[src/rtl/cpu_pkg.sv]
// rtl/cpu_pkg.sv - shared encodings for the execute stage
//   alu_op_e     : ALU operation select (11-15 yield zero)
//   md_op_e      : multiply/divide operation select
//   FWD_*        : forwarding mux selects (2'b11 behaves as register data)
//   div_state_e  : iterative divider FSM states
//   fwd_mux()    : operand forwarding selection
package cpu_pkg;

  typedef enum logic [3:0] {
    ALU_ADD    = 4'd0,
    ALU_SUB    = 4'd1,
    ALU_SLL    = 4'd2,
    ALU_SLT    = 4'd3,
    ALU_SLTU   = 4'd4,
    ALU_XOR    = 4'd5,
    ALU_SRL    = 4'd6,
    ALU_SRA    = 4'd7,
    ALU_OR     = 4'd8,
    ALU_AND    = 4'd9,
    ALU_PASS_B = 4'd10
  } alu_op_e;

  typedef enum logic [2:0] {
    MD_MUL    = 3'd0,
    MD_MULH   = 3'd1,
    MD_MULHSU = 3'd2,
    MD_MULHU  = 3'd3,
    MD_DIV    = 3'd4,
    MD_DIVU   = 3'd5,
    MD_REM    = 3'd6,
    MD_REMU   = 3'd7
  } md_op_e;

  localparam logic [1:0] FWD_REG    = 2'b00;
  localparam logic [1:0] FWD_MEM_WB = 2'b01;
  localparam logic [1:0] FWD_EX_MEM = 2'b10;

  typedef enum logic [1:0] {
    IDLE     = 2'd0,
    DIV_BUSY = 2'd1,
    DIV_DONE = 2'd2
  } div_state_e;

  function automatic logic [31:0] fwd_mux(input logic [1:0]  sel,
                                          input logic [31:0] reg_data,
                                          input logic [31:0] ex_mem_data,
                                          input logic [31:0] mem_wb_data);
    case (sel)
      FWD_MEM_WB: return mem_wb_data;
      FWD_EX_MEM: return ex_mem_data;
      default:    return reg_data;
    endcase
  endfunction

endpackage

[src/rtl/div_unit.sv]
// rtl/div_unit.sv - iterative restoring divider, one quotient bit per cycle
//   clk, rstn            : clock, async active-low reset
//   start                : accept operands (honoured only in IDLE)
//   abort                : drop any operation, return to IDLE
//   is_signed            : signed (DIV/REM) vs unsigned (DIVU/REMU)
//   dividend, divisor    : operands, sampled on start
//   busy, done           : FSM in DIV_BUSY / DIV_DONE
//   quotient, remainder  : results, valid while done
module div_unit
  import cpu_pkg::*;
(
  input  logic        clk,
  input  logic        rstn,
  input  logic        start,
  input  logic        abort,
  input  logic        is_signed,
  input  logic [31:0] dividend,
  input  logic [31:0] divisor,
  output logic        busy,
  output logic        done,
  output logic [31:0] quotient,
  output logic [31:0] remainder
);

  div_state_e  state;
  logic [4:0]  count;
  logic [31:0] acc;
  logic [31:0] quot;
  logic [31:0] divisor_q;
  logic [31:0] dividend_q;
  logic        neg_q;
  logic        neg_r;
  logic        div_zero;

  logic [31:0] abs_a;
  logic [31:0] abs_b;
  logic [32:0] shifted;
  logic [32:0] diff;

  // Magnitudes are divided unsigned; signs are reapplied on the way out.
  assign abs_a   = (is_signed && dividend[31]) ? -dividend : dividend;
  assign abs_b   = (is_signed && divisor[31])  ? -divisor  : divisor;
  assign shifted = {acc, quot[31]};
  assign diff    = shifted - {1'b0, divisor_q};

  always_ff @(posedge clk or negedge rstn) begin
    if (!rstn) begin
      state      <= IDLE;
      count      <= '0;
      acc        <= '0;
      quot       <= '0;
      divisor_q  <= '0;
      dividend_q <= '0;
      neg_q      <= 1'b0;
      neg_r      <= 1'b0;
      div_zero   <= 1'b0;
    end else if (abort) begin
      state <= IDLE;
    end else begin
      case (state)
        IDLE: begin
          if (start) begin
            state      <= DIV_BUSY;
            count      <= '0;
            acc        <= '0;
            quot       <= abs_a;
            divisor_q  <= abs_b;
            dividend_q <= dividend;
            neg_q      <= is_signed & (dividend[31] ^ divisor[31]);
            neg_r      <= is_signed & dividend[31];
            div_zero   <= (divisor == 32'd0);
          end
        end
        DIV_BUSY: begin
          // Dividend bits shift out of quot while quotient bits shift in.
          acc   <= diff[32] ? shifted[31:0] : diff[31:0];
          quot  <= {quot[30:0], ~diff[32]};
          count <= count + 5'd1;
          if (count == 5'd31) state <= DIV_DONE;
        end
        DIV_DONE: state <= IDLE;
        default:  state <= IDLE;
      endcase
    end
  end

  assign busy = (state == DIV_BUSY);
  assign done = (state == DIV_DONE);

  // Divide-by-zero bypasses sign fix-up. Signed overflow (MIN / -1) needs no
  // special case: |MIN| = 0x80000000 unsigned, and the signs cancel.
  assign quotient  = div_zero ? 32'hFFFF_FFFF : (neg_q ? -quot : quot);
  assign remainder = div_zero ? dividend_q    : (neg_r ? -acc  : acc);

endmodule

[src/rtl/ex_stage.sv]
// rtl/ex_stage.sv - pipeline execute stage: forwarding, ALU, mul/div, EX/MEM register
//   clk, rstn                      : clock, async active-low reset
//   id_ex_*                        : ID/EX register contents (operands, controls)
//   forward_a, forward_b           : operand forwarding selects
//   ex_mem_fwd_data, mem_wb_fwd_data : forwarding sources
//   flush                          : discard the EX instruction, abort divides
//   ex_stall                       : upstream hold while a divide runs
//   ex_mem_*                       : EX/MEM register outputs
module ex_stage
  import cpu_pkg::*;
(
  input  logic        clk,
  input  logic        rstn,
  input  logic        id_ex_valid,
  input  logic [31:0] id_ex_rs1_data,
  input  logic [31:0] id_ex_rs2_data,
  input  logic [31:0] id_ex_imm,
  input  logic [4:0]  id_ex_rd,
  input  logic        id_ex_reg_write,
  input  logic        id_ex_mem_read,
  input  logic        id_ex_mem_write,
  input  logic        id_ex_alu_src_b,
  input  logic        id_ex_md_en,
  input  logic [3:0]  id_ex_alu_op,
  input  logic [2:0]  id_ex_md_op,
  input  logic [1:0]  forward_a,
  input  logic [1:0]  forward_b,
  input  logic [31:0] ex_mem_fwd_data,
  input  logic [31:0] mem_wb_fwd_data,
  input  logic        flush,
  output logic        ex_stall,
  output logic        ex_mem_valid,
  output logic        ex_mem_reg_write,
  output logic        ex_mem_mem_read,
  output logic        ex_mem_mem_write,
  output logic [4:0]  ex_mem_rd,
  output logic [31:0] ex_mem_result,
  output logic [31:0] ex_mem_store_data
);

  logic [31:0] op_a, rs2_fwd, op_b;
  logic [4:0]  shamt;
  logic [31:0] alu_res, md_res, ex_result;
  logic [63:0] mul_a, mul_b, product;
  logic        is_div, div_accept;
  logic        div_busy, div_done;
  logic [31:0] div_quot, div_rem;

  assign op_a    = fwd_mux(forward_a, id_ex_rs1_data, ex_mem_fwd_data, mem_wb_fwd_data);
  assign rs2_fwd = fwd_mux(forward_b, id_ex_rs2_data, ex_mem_fwd_data, mem_wb_fwd_data);
  assign op_b    = id_ex_alu_src_b ? id_ex_imm : rs2_fwd;
  assign shamt   = op_b[4:0];

  always_comb begin
    alu_res = '0;
    case (alu_op_e'(id_ex_alu_op))
      ALU_ADD:    alu_res = op_a + op_b;
      ALU_SUB:    alu_res = op_a - op_b;
      ALU_SLL:    alu_res = op_a << shamt;
      ALU_SLT:    alu_res = {31'd0, $signed(op_a) < $signed(op_b)};
      ALU_SLTU:   alu_res = {31'd0, op_a < op_b};
      ALU_XOR:    alu_res = op_a ^ op_b;
      ALU_SRL:    alu_res = op_a >> shamt;
      ALU_SRA:    alu_res = $unsigned($signed(op_a) >>> shamt);
      ALU_OR:     alu_res = op_a | op_b;
      ALU_AND:    alu_res = op_a & op_b;
      ALU_PASS_B: alu_res = op_b;
      default:    alu_res = '0;
    endcase
  end

  // One 64x64 product covers all four multiplies; the operand extension
  // picks the signedness (MULH: both signed, MULHSU: only rs1 signed).
  assign mul_a   = {{32{op_a[31]    & (id_ex_md_op[1:0] inside {2'd1, 2'd2})}}, op_a};
  assign mul_b   = {{32{rs2_fwd[31] & (id_ex_md_op[1:0] == 2'd1)}}, rs2_fwd};
  assign product = mul_a * mul_b;
  assign md_res  = (id_ex_md_op[1:0] == 2'd0) ? product[31:0] : product[63:32];

  assign ex_result = id_ex_md_en ? md_res : alu_res;

  assign is_div     = id_ex_md_en & id_ex_md_op[2];
  assign div_accept = id_ex_valid & is_div & ~flush & ~div_busy & ~div_done;
  assign ex_stall   = rstn & (div_accept | div_busy);

  div_unit u_div (
    .clk       (clk),
    .rstn      (rstn),
    .start     (div_accept),
    .abort     (flush),
    .is_signed (~id_ex_md_op[0]),
    .dividend  (op_a),
    .divisor   (rs2_fwd),
    .busy      (div_busy),
    .done      (div_done),
    .quotient  (div_quot),
    .remainder (div_rem)
  );

  // While stalled, ID/EX holds the divide, so in DIV_DONE its controls and
  // md_op (quotient vs remainder) are still presented on the inputs.
  always_ff @(posedge clk or negedge rstn) begin
    if (!rstn) begin
      ex_mem_valid      <= 1'b0;
      ex_mem_reg_write  <= 1'b0;
      ex_mem_mem_read   <= 1'b0;
      ex_mem_mem_write  <= 1'b0;
      ex_mem_rd         <= '0;
      ex_mem_result     <= '0;
      ex_mem_store_data <= '0;
    end else if (flush || ex_stall || !id_ex_valid) begin
      ex_mem_valid      <= 1'b0;
      ex_mem_reg_write  <= 1'b0;
      ex_mem_mem_read   <= 1'b0;
      ex_mem_mem_write  <= 1'b0;
      ex_mem_rd         <= '0;
      ex_mem_result     <= '0;
      ex_mem_store_data <= '0;
    end else begin
      ex_mem_valid      <= 1'b1;
      ex_mem_reg_write  <= id_ex_reg_write & (id_ex_rd != 5'd0);
      ex_mem_mem_read   <= id_ex_mem_read;
      ex_mem_mem_write  <= id_ex_mem_write;
      ex_mem_rd         <= id_ex_rd;
      ex_mem_result     <= div_done ? (id_ex_md_op[1] ? div_rem : div_quot) : ex_result;
      ex_mem_store_data <= rs2_fwd;
    end
  end

endmodule

[config.mk]
export PLATFORM = sky130hd
export DESIGN_NAME = ex_stage
export DESIGN_NICKNAME = d
export VERILOG_FILES = /design/src/rtl/cpu_pkg.sv /design/src/rtl/div_unit.sv /design/src/rtl/ex_stage.sv
export SDC_FILE = /design/constraint.sdc
export NUM_CORES = 2
export LEC_CHECK = 0
export BUFFER_PORTS_ARGS = -buffer_cell sky130_fd_sc_hd__buf_4
export CAP_MARGIN = 40
export CORE_UTILIZATION = 65
export CTS_CLUSTER_DIAMETER = 50
export DETAILED_ROUTE_END_ITERATION = 8
export GPL_ROUTABILITY_DRIVEN = 0
export PLACE_DENSITY = 0.83
export RECOVER_POWER = 25
export SLEW_MARGIN = 25
export SYNTH_ARGS = -nofsm -noshare
export SYNTH_HDL_FRONTEND = slang
export SYNTH_SLANG_ARGS = --single-unit
[constraint.sdc]
create_clock -name clk -period 4.8 [get_ports clk]
set_input_delay 0.48 -clock clk [delete_from_list [all_inputs] [get_ports clk]]
set_output_delay 0.48 -clock clk [all_outputs]
set_load 0.05 [all_outputs]
==> summary.md, run 1 <==
| Metric | Value |
|---|---|
| Number of register bits inferred by synthesis | `~210` |
| Top cells by area, synth | `sky130_fd_sc_hd__fa_1, sky130_fd_sc_hd__dfrtp_1, sky130_fd_sc_hd__inv_1` |
| Warnings from Yosys | `0` |
| Total global routing track utilization | `approximately four fifths` |
| Dpl ws | `-4964 ps` |
| Number of enable-type register cells in the synthesized netlist | `0` |
| IO Pins | `approximately 260` |
| Maximum level of the CTS H-tree | `2` |
| Fraction of the yosys area taken by sequential cells | `about 8.6%` |
| Fail Step | `global routing (5_1_grt)` |
| Largest area contributor in the netlist | `sky130_fd_sc_hd__fa_1` |
| Number of port buffers | `between 200 and 300` |
| Starting utilization of the core area | `roughly two thirds` |
| Number of standard cells after synthesis | `around 7600` |
| Net count after synthesis | `roughly 9000` |
| Most instantiated flip-flop cell in the synthesis netlist | `sky130_fd_sc_hd__dfrtp_1` |
| Overflow left after global routing | `606` |
| Sink Count | `approximately 210` |
| Post-synth cell types | `91` |
| Die extent in y | `a little over 300 um` |
| CTS root buffer | `sky130_fd_sc_hd__clkbuf_16` |
| Max clock buf depth | `3` |
| Rows | `between 100 and 150` |
| Outcome | `aborted with a tool error` |
| Post-synthesis average cell area | `just over 8 um^2` |
| Vias in the first global route | `82460` |
| Cell area after synthesis | `a little over 60000 um^2` |
| Error Message | `[ERROR GRT-0116] Global routing finished with congestion. Check the congestion regions in the DRC Viewer.` |
| Final HPWL from detailed placement | `between 200 and 250 mm` |
| Total placed instance area | `~73000 um^2` |
| Pin count of the biggest net entering global routing | `90` |
| Share of synthesized registers carrying an async set or reset | `between 90% and 100%` |
| Horizontal extent of the die | `308.8 um` |
| Wire length of the first global-routing pass | `between 500 and 600 mm` |
| TritonCTS Buffers | `35` |
| Fraction of synthesized cell area taken by the top area cell type | `36.91%` |
## cells by family after synthesis
logic type | count (synthesis) | synth area share [%]
adders and majority gates | 1482 | 44.15
muxes | 140 | 2.395
DFF | 211 | 8.630
and+or+nand+nor | 2285 | 15.42
buffers and inverters | 1779 | 11.04
AOI/OAI and AO/OA | 1453 | 15.29
xor gates and xnor gates | 215 | 3.078
## stage by stage
step,instances,TNS [ps],hold slack [ps]
3_5_place_dp,9656,-145230,471.1
4_1_cts,9861,-107040,107.1
3_3_place_gp,9650,-138430,460.9
2_1_floorplan,7565,-107620,184.4
## cells in the mapped netlist (all sizes together) (10+ instances only)
| cell | instances |
|---|---|
| inv | 1281 |
| nand2 | 1144 |
| fa | 1128 |
| nor2 | 753 |
| o21ai | 425 |
| clkbuf | 376 |
| ha | 354 |
| a21oi | 302 |
| dfrtp | 211 |
| xnor2 | 147 |
| mux2i | 125 |
| buf | 114 |
| a22oi | 80 |
| nor3 | 70 |
| nand3 | 69 |
| xor2 | 68 |
| a21o | 63 |
| a31oi | 60 |
| o211ai | 60 |
| a211oi | 59 |
| o21a | 59 |
| o31ai | 53 |
| a221oi | 41 |
| o22ai | 40 |
| nand2b | 38 |
| o21bai | 34 |
| nand4 | 33 |
| nor2b | 30 |
| nor4 | 28 |
| and2 | 26 |
| o221ai | 26 |
| or3 | 26 |
| and3 | 23 |
| or4 | 17 |
| a221o | 16 |
| o41ai | 16 |
| o2111ai | 13 |
| or2 | 13 |
| mux2 | 11 |
| o22a | 11 |
| o311ai | 10 |
## routing by layer
metal  GRT overflow  GRT usage, %
met1             10         76.27
met3             21         70.76
met2            337         89.93
met4            235         76.98
met5              3         49.90
## what timing repair did
item                                   4_1_cts
hold buffers                                 1
gates cloned                                11
resized for setup                          404
buffers inserted                           138
pin swaps                                  181
setup endpoints to repair                   32
endpoints found under the hold margin       87
==> run 2, diff against run 1 <==
- CORE_UTILIZATION: 65 -> 40
- CTS_CLUSTER_DIAMETER: 50 -> not set
- PLACE_DENSITY: 0.83 -> not set
- PLACE_DENSITY_LB_ADDON: not set -> 0.15
==> run 2 against run 1 <==
  * The flow now finishes, with violations (max-capacitance violations, max-slew violations, negative setup slack)
  * Synthesized cell count stayed put
  * Synthesized area did not move
==> summary.md, run 2 <==
| Metric | Value |
|---|---|
| Outcome | `finished, violations left` |
| Violations in the final reports | `max-capacitance violations, max-slew violations, negative setup slack` |
| Worst-Skew Late Latency | `roughly 680 ps` |
| Worst Setup Path Type | `primary input to flip-flop` |
| Minimum hold slack | `44.84 ps` |
| Final critical-path required period | `8482 ps` |
| Number of remaining DRC errors | `0` |
| Clock tree from TritonCTS | `yes` |
| Number of vias in the routed layout | `63101` |
| Final Net Count | `around 11000` |
| Vias in the first global route | `63641` |
| Final setup slack of the worst path | `-3682 ps` |
| Total placed instance area | `between 70000 and 80000 um^2` |
| Startpoint types | `primary input` |
| DIE AREA | `~150000 um^2` |
| Worst slew margin relative to its limit | `-155.3%` |
| Final clock skew | `about 60 ps` |
| Class of the tightest hold or removal check | `primary input to flip-flop` |
| Sink Count | `211` |
| Horizontal extent of the die | `between 300 and 400 um` |
| Clk slew on worst S/H paths | `roughly 60 ps` |
| Fraction of layout instances using a drive strength above 1 | `about 28%` |
| Final cycle utilization of the critical path | `176.7%` |
| R2r setup slk | `~300 ps` |
| Maximum level of the CTS H-tree | `1` |
| Average detailed-routed wire length per instance | `~27 um` |
| Top metal layer carrying routed signals | `met5` |
| FF/Latch Area | `roughly 5300 um^2` |
| Number of enable-type register cells in the synthesized netlist | `0` |
| 1st-pass router iterations | `6` |
| CTS root buffer | `sky130_fd_sc_hd__clkbuf_16` |
| Cell seen most often among critical-path stages | `sky130_fd_sc_hd__fa_1` |
| Final-report hold violation count | `0` |
| Antenna violations before repair | `14` |
| Number of port buffers | `between 200 and 300` |
| Total global routing track utilization | `between 30% and 40%` |
| Iteration-0 DRC Markers | `around 8000` |
| TritonCTS Buffers | `29` |
| Most frequent cells after synthesis | `sky130_fd_sc_hd__inv_1, sky130_fd_sc_hd__nand2_1, sky130_fd_sc_hd__fa_1` |
| Final HPWL from detailed placement | `~240 mm` |
| Rows | `143` |
| Placeable core region | `around 150000 um^2` |
| Synth-to-Final Area Change | `36.08%` |
| Fraction of synthesized cell area taken by the top area cell type | `36.91%` |
| Instance count on the critical path | `37` |
| Multi-input combinational cell area | `52470 um^2` |
| IO Pins | `about 260` |
| Category of the worst setup path capture point | `flip-flop` |
| Number of standard cells after synthesis | `between 7000 and 8000` |
| Highest clock frequency the design can meet | `between 100 and 150 MHz` |
| Warnings from Yosys | `0` |
| Top cells by area, synth | `sky130_fd_sc_hd__fa_1, sky130_fd_sc_hd__dfrtp_1, sky130_fd_sc_hd__inv_1` |
| Die extent in y | `between 300 and 400 um` |
| Worst path slowest cell | `sky130_fd_sc_hd__fa_1` |
| CP bufs+invs | `13` |
| Post-synthesis average cell area | `slightly above 8 um^2` |
| Transition at the pin with the smallest max-transition slack | `roughly 3800 ps` |
| Kind of cell adding the most delay to the critical path | `adder cells` |
| Worst reg2reg path endpoint | `ex_mem_result[29]$_DFF_PN0_` |
| Number of filler cells placed in the layout | `13918` |
| Fraction of the yosys area taken by sequential cells | `8.630%` |
| Wire length of the first global-routing pass | `around 430 mm` |
| Starting utilization of the core area | `about 40%` |
| Setup violation total in the final timing report | `65` |
| WP data arrival | `about 9000 ps` |
| Share of synthesized registers carrying an async set or reset | `100.0%` |
| Largest area contributor in the netlist | `sky130_fd_sc_hd__fa_1` |
| Top library cells by usage in the layout, fill and taps aside | `sky130_fd_sc_hd__buf_4, sky130_fd_sc_hd__inv_1, sky130_fd_sc_hd__nand2_1` |
| Met3 layer wire length in the routed design | `37.62 mm` |
| R2R depth | `10` |
| Reg2Reg Launch Point | `u_div.acc[10]$_DFFE_PN0P_` |
| Capture point of the worst path | `ex_mem_result[8]$_DFF_PN0_` |
| Net count after synthesis | `approximately 9200` |
| Commonest non-fill, non-tap cell in the layout | `sky130_fd_sc_hd__buf_4` |
| Max capacitance violation total | `1` |
| DR WL met2 | `124.6 mm` |
| Number of register bits inferred by synthesis | `~210` |
| Pin count of the biggest net entering global routing | `between 70 and 80` |
| Routed length on met1 | `roughly 110 mm` |
| Overflow left after global routing | `0` |
| Worst stage delay on the critical path | `about 560 ps` |
| Finished layout cell area | `83260 um^2` |
| Worst setup path startpoint | `forward_a[0]` |
| Antenna-violating nets left | `0` |
| Critical path data required time | `between 5000 and 6000 ps` |
| Most instantiated flip-flop cell in the synthesis netlist | `sky130_fd_sc_hd__dfrtp_1` |
| Cell area after synthesis | `61180 um^2` |
| CP max FO | `10` |
| Total Routed Length | `around 300 mm` |
| Max-slew violation total from the final report | `60` |
| Most common cell in the synthesized netlist | `sky130_fd_sc_hd__inv_1` |
| Post-synth cell types | `91` |
| Max clock buf depth | `3` |
| Routed vias/inst | `a little under 6` |
| Unrepaired setup endpoints after global routing | `true` |
## run 2: cell counts after synthesis
No cell type changed its count.
## run 2: layout make-up
class                      count  area share, %
antenna                        9        0.02705
clock buffer                  32         0.9092
clock inverter                22         0.3141
inverter                    1289          5.895
multi-input combinational   5575          63.02
sequential                   211          6.342
tap                         2030          3.051
timing repair buffer        1785          20.44
## run 2: worst min-delay path by stage
stage              startpoint  cells past startpoint                         end  slack, ps
2_1_floorplan            rstn                      0   ex_mem_mem_read$_DFF_PN0_        180
3_3_place_gp             rstn                      1   u_div.acc[10]$_DFFE_PN0P_        460
3_5_place_dp             rstn                      1  u_div.count[0]$_DFFE_PN0P_        470
4_1_cts        id_ex_mem_read                      2   ex_mem_mem_read$_DFF_PN0_         30
5_1_grt        id_ex_mem_read                      2   ex_mem_mem_read$_DFF_PN0_         50
6_report          id_ex_rd[4]                      2      ex_mem_rd[4]$_DFF_PN0_         40
## run 2: through the flow
stage / TNS, ps / worst slack (ps) / utilization [%] / std cells
floorplan: -107620 / -3646 / - / 7565
global placement: -142680 / -4897 / 49.75 / 10599
detailed placement: -144730 / -4947 / 49.79 / 10604
CTS: -106520 / -3541 / 53.66 / 10868
global route: -148420 / -3826 / 54.80 / 10944
finish: -119360 / -3682 / 54.81 / 10953
## run 2: cells by family (layout without fill, tap and decap cells)
| kind of cell | after synthesis | in the layout | synth area share (%) |
|---|---|---|---|
| mux | 140 | 140 | 2.395 |
| compound gates | 1453 | 1453 | 15.29 |
| simple gates | 2285 | 2285 | 15.42 |
| flops | 211 | 211 | 8.630 |
| fa+ha+maj | 1482 | 1482 | 44.15 |
| other cells | 0 | 9 | 0 |
| buf+inv | 1779 | 3128 | 11.04 |
| xor+xnor | 215 | 215 | 3.078 |
## run 2: repair_timing
| action | 4_1_cts | 5_1_grt |
|---|---|---|
| endpoints found under the hold margin | 55 | 0 |
| gates resized for setup | 587 | 285 |
| setup buffers | 195 | 87 |
| hold buffers | 1 | 0 |
| pin swaps | 281 | 242 |
| cloned | 23 | 0 |
| endpoints found under the setup margin | 32 | 32 |
## run 2: per-layer routing
| layer | global-route usage, % | vias to the layer above |
|---|---|---|
| li1 | - | 26772 |
| met5 | 0 | - |
| met3 | 10.89 | 952 |
| met2 | 56.83 | 3964 |
| met4 | 24.67 | 24 |
| met1 | 50.01 | 31389 |
Power of run 2 is not shown: default switching activity piles up to over one toggle a cycle in this logic, so the estimate is an artifact.
